### src/rtl/b03_tracker_pkg.sv
// Shared types and helpers for the b03 grant tracker.
package b03_tracker_pkg;

  localparam int N_CLIENTS = 4;

  typedef enum logic [1:0] {
    IDLE  = 2'd0,
    OWNED = 2'd1,
    FAULT = 2'd2
  } tracker_state_t;

  typedef logic [1:0] client_idx_t;

  // Index of the highest set bit; only meaningful for a one-hot vector.
  function automatic client_idx_t onehot_to_idx(input logic [N_CLIENTS-1:0] vec);
    client_idx_t idx;
    idx = '0;
    for (int i = 0; i < N_CLIENTS; i++) begin
      if (vec[i]) idx = client_idx_t'(i);
    end
    return idx;
  endfunction

  // True when two or more bits are set.
  function automatic logic is_multihot(input logic [N_CLIENTS-1:0] vec);
    logic [N_CLIENTS-1:0] one;
    one = {{(N_CLIENTS-1){1'b0}}, 1'b1};
    return (vec & (vec - one)) != '0;
  endfunction

endpackage

### src/rtl/b03_wait_counter.sv
// Per-client wait counter with registered starvation flag.
module b03_wait_counter
  import b03_tracker_pkg::*;
#(
  parameter int WAIT_W       = 8,
  parameter int STARVE_LIMIT = 64
) (
  input  logic clock,
  input  logic reset_n,
  input  logic request,
  input  logic grant,
  input  logic mask,
  output logic starve
);

  localparam logic [WAIT_W-1:0] WAIT_ONE = 1;
  localparam logic [WAIT_W-1:0] LIMIT    = WAIT_W'(STARVE_LIMIT);

  logic [WAIT_W-1:0] wait_q;

  // Count waiting cycles (saturating); flag starvation one edge after reaching the limit.
  always_ff @(posedge clock or negedge reset_n) begin
    if (!reset_n) begin
      wait_q <= '0;
      starve <= 1'b0;
    end else begin
      starve <= (wait_q >= LIMIT);
      if (request && !grant && !mask) begin
        if (wait_q != '1) wait_q <= wait_q + WAIT_ONE;
      end else begin
        wait_q <= '0;
      end
    end
  end

endmodule

### src/rtl/b03_grant_tracker.sv
// Monitor for the b03 arbiter: ownership, tenure, grant counts, overrun masking,
// starvation and multi-hot grant faults.
module b03_grant_tracker
  import b03_tracker_pkg::*;
#(
  parameter int TENURE_W     = 8,
  parameter int MAX_TENURE   = 200,
  parameter int STARVE_LIMIT = 64,
  parameter int CNT_W        = 16
) (
  input  logic                 clock,
  input  logic                 reset_n,
  input  logic [3:0]           grant_i,
  input  logic [3:0]           request_i,
  input  logic                 clear_i,
  input  logic [1:0]           cnt_sel_i,
  output logic                 owner_valid_o,
  output logic [1:0]           owner_o,
  output logic [TENURE_W-1:0]  tenure_o,
  output logic [CNT_W-1:0]     cnt_o,
  output logic [3:0]           overrun_o,
  output logic [3:0]           mask_o,
  output logic [3:0]           starve_o,
  output logic                 fault_o
);

  localparam logic [TENURE_W-1:0] TEN_ONE = 1;
  localparam logic [TENURE_W-1:0] TEN_MAX = TENURE_W'(MAX_TENURE);
  localparam logic [CNT_W-1:0]    CNT_ONE = 1;

  tracker_state_t       state_q, state_d;
  client_idx_t          owner_q, owner_d;
  logic [TENURE_W-1:0]  tenure_q, tenure_d;
  logic [CNT_W-1:0]     cnt_q [N_CLIENTS];
  logic [3:0]           overrun_q, overrun_d;
  logic [3:0]           mask_q, mask_d;
  logic [3:0]           ovr_set;
  logic                 inc_en;
  logic                 multihot;
  logic                 any_grant;
  client_idx_t          gidx;

  assign multihot  = is_multihot(grant_i);
  assign any_grant = |grant_i;
  assign gidx      = onehot_to_idx(grant_i);

  // State, owner and tenure registers.
  always_ff @(posedge clock or negedge reset_n) begin
    if (!reset_n) begin
      state_q  <= IDLE;
      owner_q  <= '0;
      tenure_q <= '0;
    end else begin
      state_q  <= state_d;
      owner_q  <= owner_d;
      tenure_q <= tenure_d;
    end
  end

  // Next-state decode; a multi-hot sample overrides everything, clear included.
  always_comb begin
    state_d  = state_q;
    owner_d  = owner_q;
    tenure_d = tenure_q;
    inc_en   = 1'b0;
    ovr_set  = '0;
    if (multihot) begin
      state_d  = FAULT;
      tenure_d = '0;
    end else begin
      unique case (state_q)
        IDLE: begin
          if (any_grant) begin
            state_d  = OWNED;
            owner_d  = gidx;
            tenure_d = TEN_ONE;
            inc_en   = 1'b1;
          end
        end
        OWNED: begin
          if (!any_grant) begin
            state_d  = IDLE;
            tenure_d = '0;
          end else if (gidx == owner_q) begin
            if (tenure_q != '1) tenure_d = tenure_q + TEN_ONE;
            if (tenure_q == TEN_MAX) ovr_set[owner_q] = 1'b1;
          end else begin
            owner_d  = gidx;
            tenure_d = TEN_ONE;
            inc_en   = 1'b1;
          end
        end
        FAULT: begin
          if (clear_i) begin
            state_d  = IDLE;
            tenure_d = '0;
          end
        end
        default: begin
          state_d  = IDLE;
          tenure_d = '0;
        end
      endcase
    end
  end

  // Overrun is sticky; a mask bit releases once its request is seen low, and a fresh overrun wins.
  always_comb begin
    overrun_d = overrun_q | ovr_set;
    mask_d    = (mask_q & request_i) | ovr_set;
    if (clear_i) begin
      overrun_d = '0;
      mask_d    = '0;
    end
  end

  // Overrun and mask registers.
  always_ff @(posedge clock or negedge reset_n) begin
    if (!reset_n) begin
      overrun_q <= '0;
      mask_q    <= '0;
    end else begin
      overrun_q <= overrun_d;
      mask_q    <= mask_d;
    end
  end

  // Saturating per-client grant counters; the increment targets the one-hot grant bit.
  always_ff @(posedge clock or negedge reset_n) begin
    if (!reset_n) begin
      for (int i = 0; i < N_CLIENTS; i++) cnt_q[i] <= '0;
    end else begin
      for (int i = 0; i < N_CLIENTS; i++) begin
        if (clear_i) begin
          cnt_q[i] <= '0;
        end else if (inc_en && grant_i[i] && (cnt_q[i] != '1)) begin
          cnt_q[i] <= cnt_q[i] + CNT_ONE;
        end
      end
    end
  end

  for (genvar g = 0; g < N_CLIENTS; g++) begin : g_wait
    b03_wait_counter #(
      .WAIT_W       (TENURE_W),
      .STARVE_LIMIT (STARVE_LIMIT)
    ) u_wait (
      .clock   (clock),
      .reset_n (reset_n),
      .request (request_i[g]),
      .grant   (grant_i[g]),
      .mask    (mask_q[g]),
      .starve  (starve_o[g])
    );
  end

  assign owner_valid_o = (state_q == OWNED);
  assign fault_o       = (state_q == FAULT);
  assign owner_o       = owner_q;
  assign tenure_o      = tenure_q;
  assign overrun_o     = overrun_q;
  assign mask_o        = mask_q;
  assign cnt_o         = cnt_q[cnt_sel_i];

endmodule

### config.mk
export PLATFORM = sky130hd
export DESIGN_NAME = b03_grant_tracker
export DESIGN_NICKNAME = d
export VERILOG_FILES = /design/src/rtl/b03_tracker_pkg.sv /design/src/rtl/b03_wait_counter.sv /design/src/rtl/b03_grant_tracker.sv
export SDC_FILE = /design/constraint.sdc
export NUM_CORES = 1
export LEC_CHECK = 0
export CAP_MARGIN = 20
export CORE_AREA = 3 3 111 220
export DETAILED_ROUTE_END_ITERATION = 8
export DIE_AREA = 0 0 114 223
export PLACE_DENSITY_LB_ADDON = 0.05
export SKIP_CTS_REPAIR_TIMING = 1
export SYNTH_ARGS = -nofsm -noshare
export SYNTH_HDL_FRONTEND = slang
export SYNTH_SLANG_ARGS = --single-unit
### constraint.sdc
create_clock -name clock -period 9.8 [get_ports clock]
set_clock_uncertainty 0.2 [all_clocks]
set_input_delay 2.94 -clock clock [delete_from_list [all_inputs] [get_ports clock]]
set_output_delay 2.94 -clock clock [all_outputs]
set_load 0.1 [all_outputs]
---- Word level (Yosys, flattened, before mapping) ----
Index checks and enable logic that the tools add are counted.
storage, ports and cells
  RAM bits ................................ 0
  word-level logic and storage cells ...... 152
  memories ................................ 0
  register bits ........................... 120
  bits in latches ......................... 0
  memory bits (read-only) ................. 0
cells by class
  $add $sub $neg .......................... 10
  bitwise operators ....................... 6
  order comparisons ....................... 7
  $mul .................................... 0
  divide/modulo/power cells ............... 0
  eq/ne operators ......................... 24
  reductions and logical operators ........ 36
  shift operators ......................... 0
  multiplexer cells ....................... 52
operators with widths
  operator               number
  $mux 16                10
  $mux 8                 14
  $add 16x1->16 const B  4
  $ne 16x16->1 const B   4
  $add 8x1->8 const B    5
  $ne 8x8->1 const B     5
  $bmux 16 s2            1
  $ge 8x7->1 const B     4
  $mux 4                 7
  $pmux 8 s3             1
  $mux 2                 9
  $logic_and 1x1->1      17
  $ne 2x2->1 const B     6
  $reduce_bool 2->1      5
  $and 4x4->4            2
  $eq 8x8->1 const B     1
  $logic_not 1->1        8
  $or 4x4->4             2
  $mux 1                 6
  $ne 3x3->1 const B     2
  $pmux 2 s3             1
  $reduce_and 3->1       2
  $ne 5x4->1 const B     1
  $reduce_and 5->1       1
  other kinds (17)       17

---- Logic depth before layout (Yosys ltp) ----
  word-level depth ........................ 12
  mapped depth ............................ 10
  depth with buffers taken out ............ 7

---- By module ----
Synthesis repeated with hierarchy kept, for this count alone.
unflattened totals
  cell total of the unflattened synthesis .. 735
  area total of the unflattened synthesis .. 7029.2 um^2
modules (own cells, without submodules)
  module             area an instance (um^2)  cells an instance  instances
  b03_grant_tracker  4982.3                   535                1
  b03_wait_counter   511.7                    50                 4

---- Worst setup path before layout ----
No wires, ideal clock.
  path type ............................... in2out
  from .................................... in cnt_sel_i[0]
  to ...................................... out cnt_o[10]
  arrival ................................. 4710 ps
  cell stages on the path ................. 3
  data required time ...................... 6660 ps
  path slack .............................. 1950 ps
  cell sequence ........................... clkbuf_1 -> buf_1 -> mux4_2
on the way
  cells in the longest elaborated chain, start to end .. 4
ends and longest elaborated chain
  what                                        line                      text
  start: declaration                          b03_grant_tracker.sv:16   input logic [1:0] cnt_sel_i,
  $not 2->3 (not written as such)             b03_grant_tracker.sv:163  assign cnt_o = cnt_q[cnt_sel_i];
  $bmux 16 s2                                 b03_grant_tracker.sv:163
  $mux 16 (not written as such) (2 in a row)  b03_grant_tracker.sv:163
  end: declaration                            b03_grant_tracker.sv:20   output logic [CNT_W-1:0] cnt_o,
Every way passes these cells. The select of a mux whose other input is x is not followed.

---- Final worst setup path ----
Ends and elaborated chain as after synthesis.

==> impl_metrics.yaml <==
grt:
  grt_pass1_vias: 5779
  antenna_found_initial: 0
  globalRouteOverflowTotal: 0
  grt_usage_pct: 17.26
  grt_pass1_wl_mm: 33.45
  grt_max_degree: 73
synthesis:
  synth_warnings: 0
  async_reset_ff_share_pct: 100.0
  synth.distinct_cells: 60
  synth_cells: 724
  avgSynthCellArea_sq_um: 9.417
  ys.flop_type: "dfrtp_1"
  synth_top_area_share_pct: 44.04
  ys_seq_area_share_pct: 44.04
  synthesis.area_sq_um: 6818
  synth.area.top_cells: "dfrtp_1, nor2_1, mux4_2"
  synth_edf_count: 0
  yosysTopAreaCell: "dfrtp_1"
  syn_nets: 747
  ys_seq_elements: 120
power_and_ir_drop:
  powerDensity_nw_per_um2: 154.9
  p_leak_nw: 3.248
  ir_drop_mv: 0.1094
sta:
  rsz0062_at_grt: "false"
  slew_violations: 0
  timing.final.crit_share_pct: 88.55
  hold_slack_ns: 0.3312
  fin_ws_ns: 1.122
  setup_viol: 0
  worstMarginPinSlew_ns: 0.9833
  tns_ns: 0
  final_hold_viol_count: 0
  fmax_mhz: 115.2
  slew-limit-headroom_pct: 34.24
  period_minus_slack_ns: 8.678
clock_tree:
  clk_path_buf_depth: 2
  htreeDepth: 4
  path_clk_slew_ns: 0.05
  cts.sinks: 120
  cts_tree: "yes"
  numCtsBuffers: 17
  insertion_delay_ns: 0.42
  root_buffer: "clkbuf_16"
worst_hold_path:
  min_delay_path_depth: 1
  holdCritPathClass: "reg -> reg"
  whs_endpoint: "g_wait[1].u_wait.wait_q[6]"
  min_from: "g_wait[1].u_wait.wait_q[6]"
finish:
  drive_gt1_share_pct: 9.819
  nNetsFinal: 785
  syn_to_final_growth_pct: 18.94
  multiInputGateArea_sq_um: 3553
  fillers: 2358
  n_antenna_cell: 0
  stdcell_count: 1054
  fin_util_pct: 35.51
  seqCellArea_sq_um: 3003
placed_design:
  portBuffers: 52
  gp_congestion: 0.8339
  pre_cts_ws_ns: 1.105
  place_hpwl_mm: 14.94
  place_inst: 1022
die:
  dieArea_sq_um: 25420
  boundaryPins: 53
  dieWidth_microns: 114
  fp.dieH_microns: 223
  coreArea_sq_um: 22840
  start_util_pct: 29.85
  placementRows: 78
drt:
  wl_mm: 20.55
  drt-initial-drc-count: 326
  drc_errors: 0
  ant_nets: 0
  via_count: 5706
  routed_via_density: 5.414
  wl_per_cell_microns: 19.50
  first_pass_iters: 5
worst_setup_path:
  worst-path-max-fanout: 13
  cp_data_required_time_ns: 6.66
  reg2reg_to: "cnt_q[23]"
  rr_worst_depth: 5
  reg2reg_from: "state_q[1]"
  critical_path_class: "in -> out"
  ff2ff_setup_slack_ns: 6.84
  cp-end-kind: "output port"
  cp-startpoint: "cnt_sel_i[0]"
  start_kind: "input port"
  critPathArrivalTime_ns: 5.54
outcome:
  run_status: "finished, final reports clean"
flow_run:
  cap_viol_max_count: 0
[worst max-delay path by stage]
stage,endpoint,slack [ns],cells after the start
2_1_floorplan,cnt_o[10],1.95,3
5_1_grt,cnt_o[10],0.98,3
6_report,cnt_o[10],1.12,3
3_5_place_dp,cnt_o[10],1.11,3
4_1_cts,cnt_o[10],1.08,3
3_3_place_gp,cnt_o[14],1.14,3
[per-layer routing]
layer | GRT usage, % | wire length, microns | up-vias
li1 | - | - | 2685
met1 | 20.03 | 8088 | 2833
met2 | 30.12 | 10980 | 159
met3 | 3.800 | 878 | 29
met4 | 7.288 | 607 | 0
met5 | 0 | 0 | -
[sequential cells by signal, summed over array words and instances, names as in the netlist]
name,count
cnt_q,64
g_wait.u_wait.starve,4
g_wait.u_wait.wait_q,32
mask_o,4
overrun_o,4
owner_o,2
state_q,2
tenure_o,8
[power by group]
group	total [mW]	internal, mW	switching, mW
Sequential	0.516	0.501	0.0145
Clock	0.639	0.412	0.227
Combinational	0.101	0.0258	0.0751
Total	1.26	0.939	0.317
[cells in the final DEF, fill, tap and decap left out, types with 6 or more instances in the layout]
master	synthesis	layout
inv_1	14	14
a21oi_1	20	20
and4_1	6	6
clkbuf_8	0	6
o22ai_1	6	6
nand2_1	52	52
ha_1	10	10
o31ai_1	8	8
xnor2_1	26	26
and2_1	6	6
mux2i_1	9	9
nor4_1	18	18
nand3b_1	6	6
or4_1	10	10
nor2_1	109	109
or2_2	7	7
nand2b_1	9	9
and3_1	22	22
xor2_1	24	24
clkdlybuf4s50_1	0	42
nor3_1	26	26
mux4_2	16	16
nand3_1	43	43
dfrtp_1	120	120
nor2b_1	8	8
o21ai_0	15	15
nand4_1	27	27
buf_4	8	14
o21ai_1	9	9
clkbuf_16	0	17
or3_1	9	9
[through the flow]
step,instance area [sq um],total power [mW]
after CTS,8104,1.281
after detailed placement,7502,0.6283
after floorplan,6818,0.5869
final,8109,1.256
after global placement,7502,0.6265
after global routing,8109,1.314
[critical path, stage by stage]
cell,delay (ns)
clkdlybuf4s50_1,0.99
mux4_2,0.61
clkdlybuf4s50_1,0.99
[synthesized netlist by cell type, drive strengths merged (7+ instances only)]
master    n
or2       7
ha       10
buf      22
nand2    52
nor2    109
xor2     24
or3       9
nand3    43
nor4     18
clkbuf   17
mux4     16
nand4    28
or4      10
nor2b     8
and3     22
mux2i     9
o21ai    24
xnor2    26
o31ai     9
inv      15
nand2b    9
nor3     26
a21oi    20
dfrtp   120
[kinds of logic (layout without fill, tap and decap cells)]
logic type / after synthesis / count (layout) / synth area share, %
adders and majority gates: 11 / 11 / 1.982
xor gates and xnor gates: 50 / 50 / 6.423
DFF: 120 / 120 / 44.04
and+or+nand+nor: 370 / 370 / 27.95
muxes: 30 / 30 / 7.433
AOI/OAI and AO/OA: 88 / 88 / 8.332
buffers and inverters: 55 / 105 / 3.836
[cell type report]
type	count	area share (%)
clock buffers	24	6.311
clock inverters	7	1.111
inverters	16	0.8023
multi-input cells	549	43.82
flip-flops and latches	120	37.03
well taps	280	4.320
repair buffers	58	6.604
Note: power is estimated with default switching activity, not from simulation.
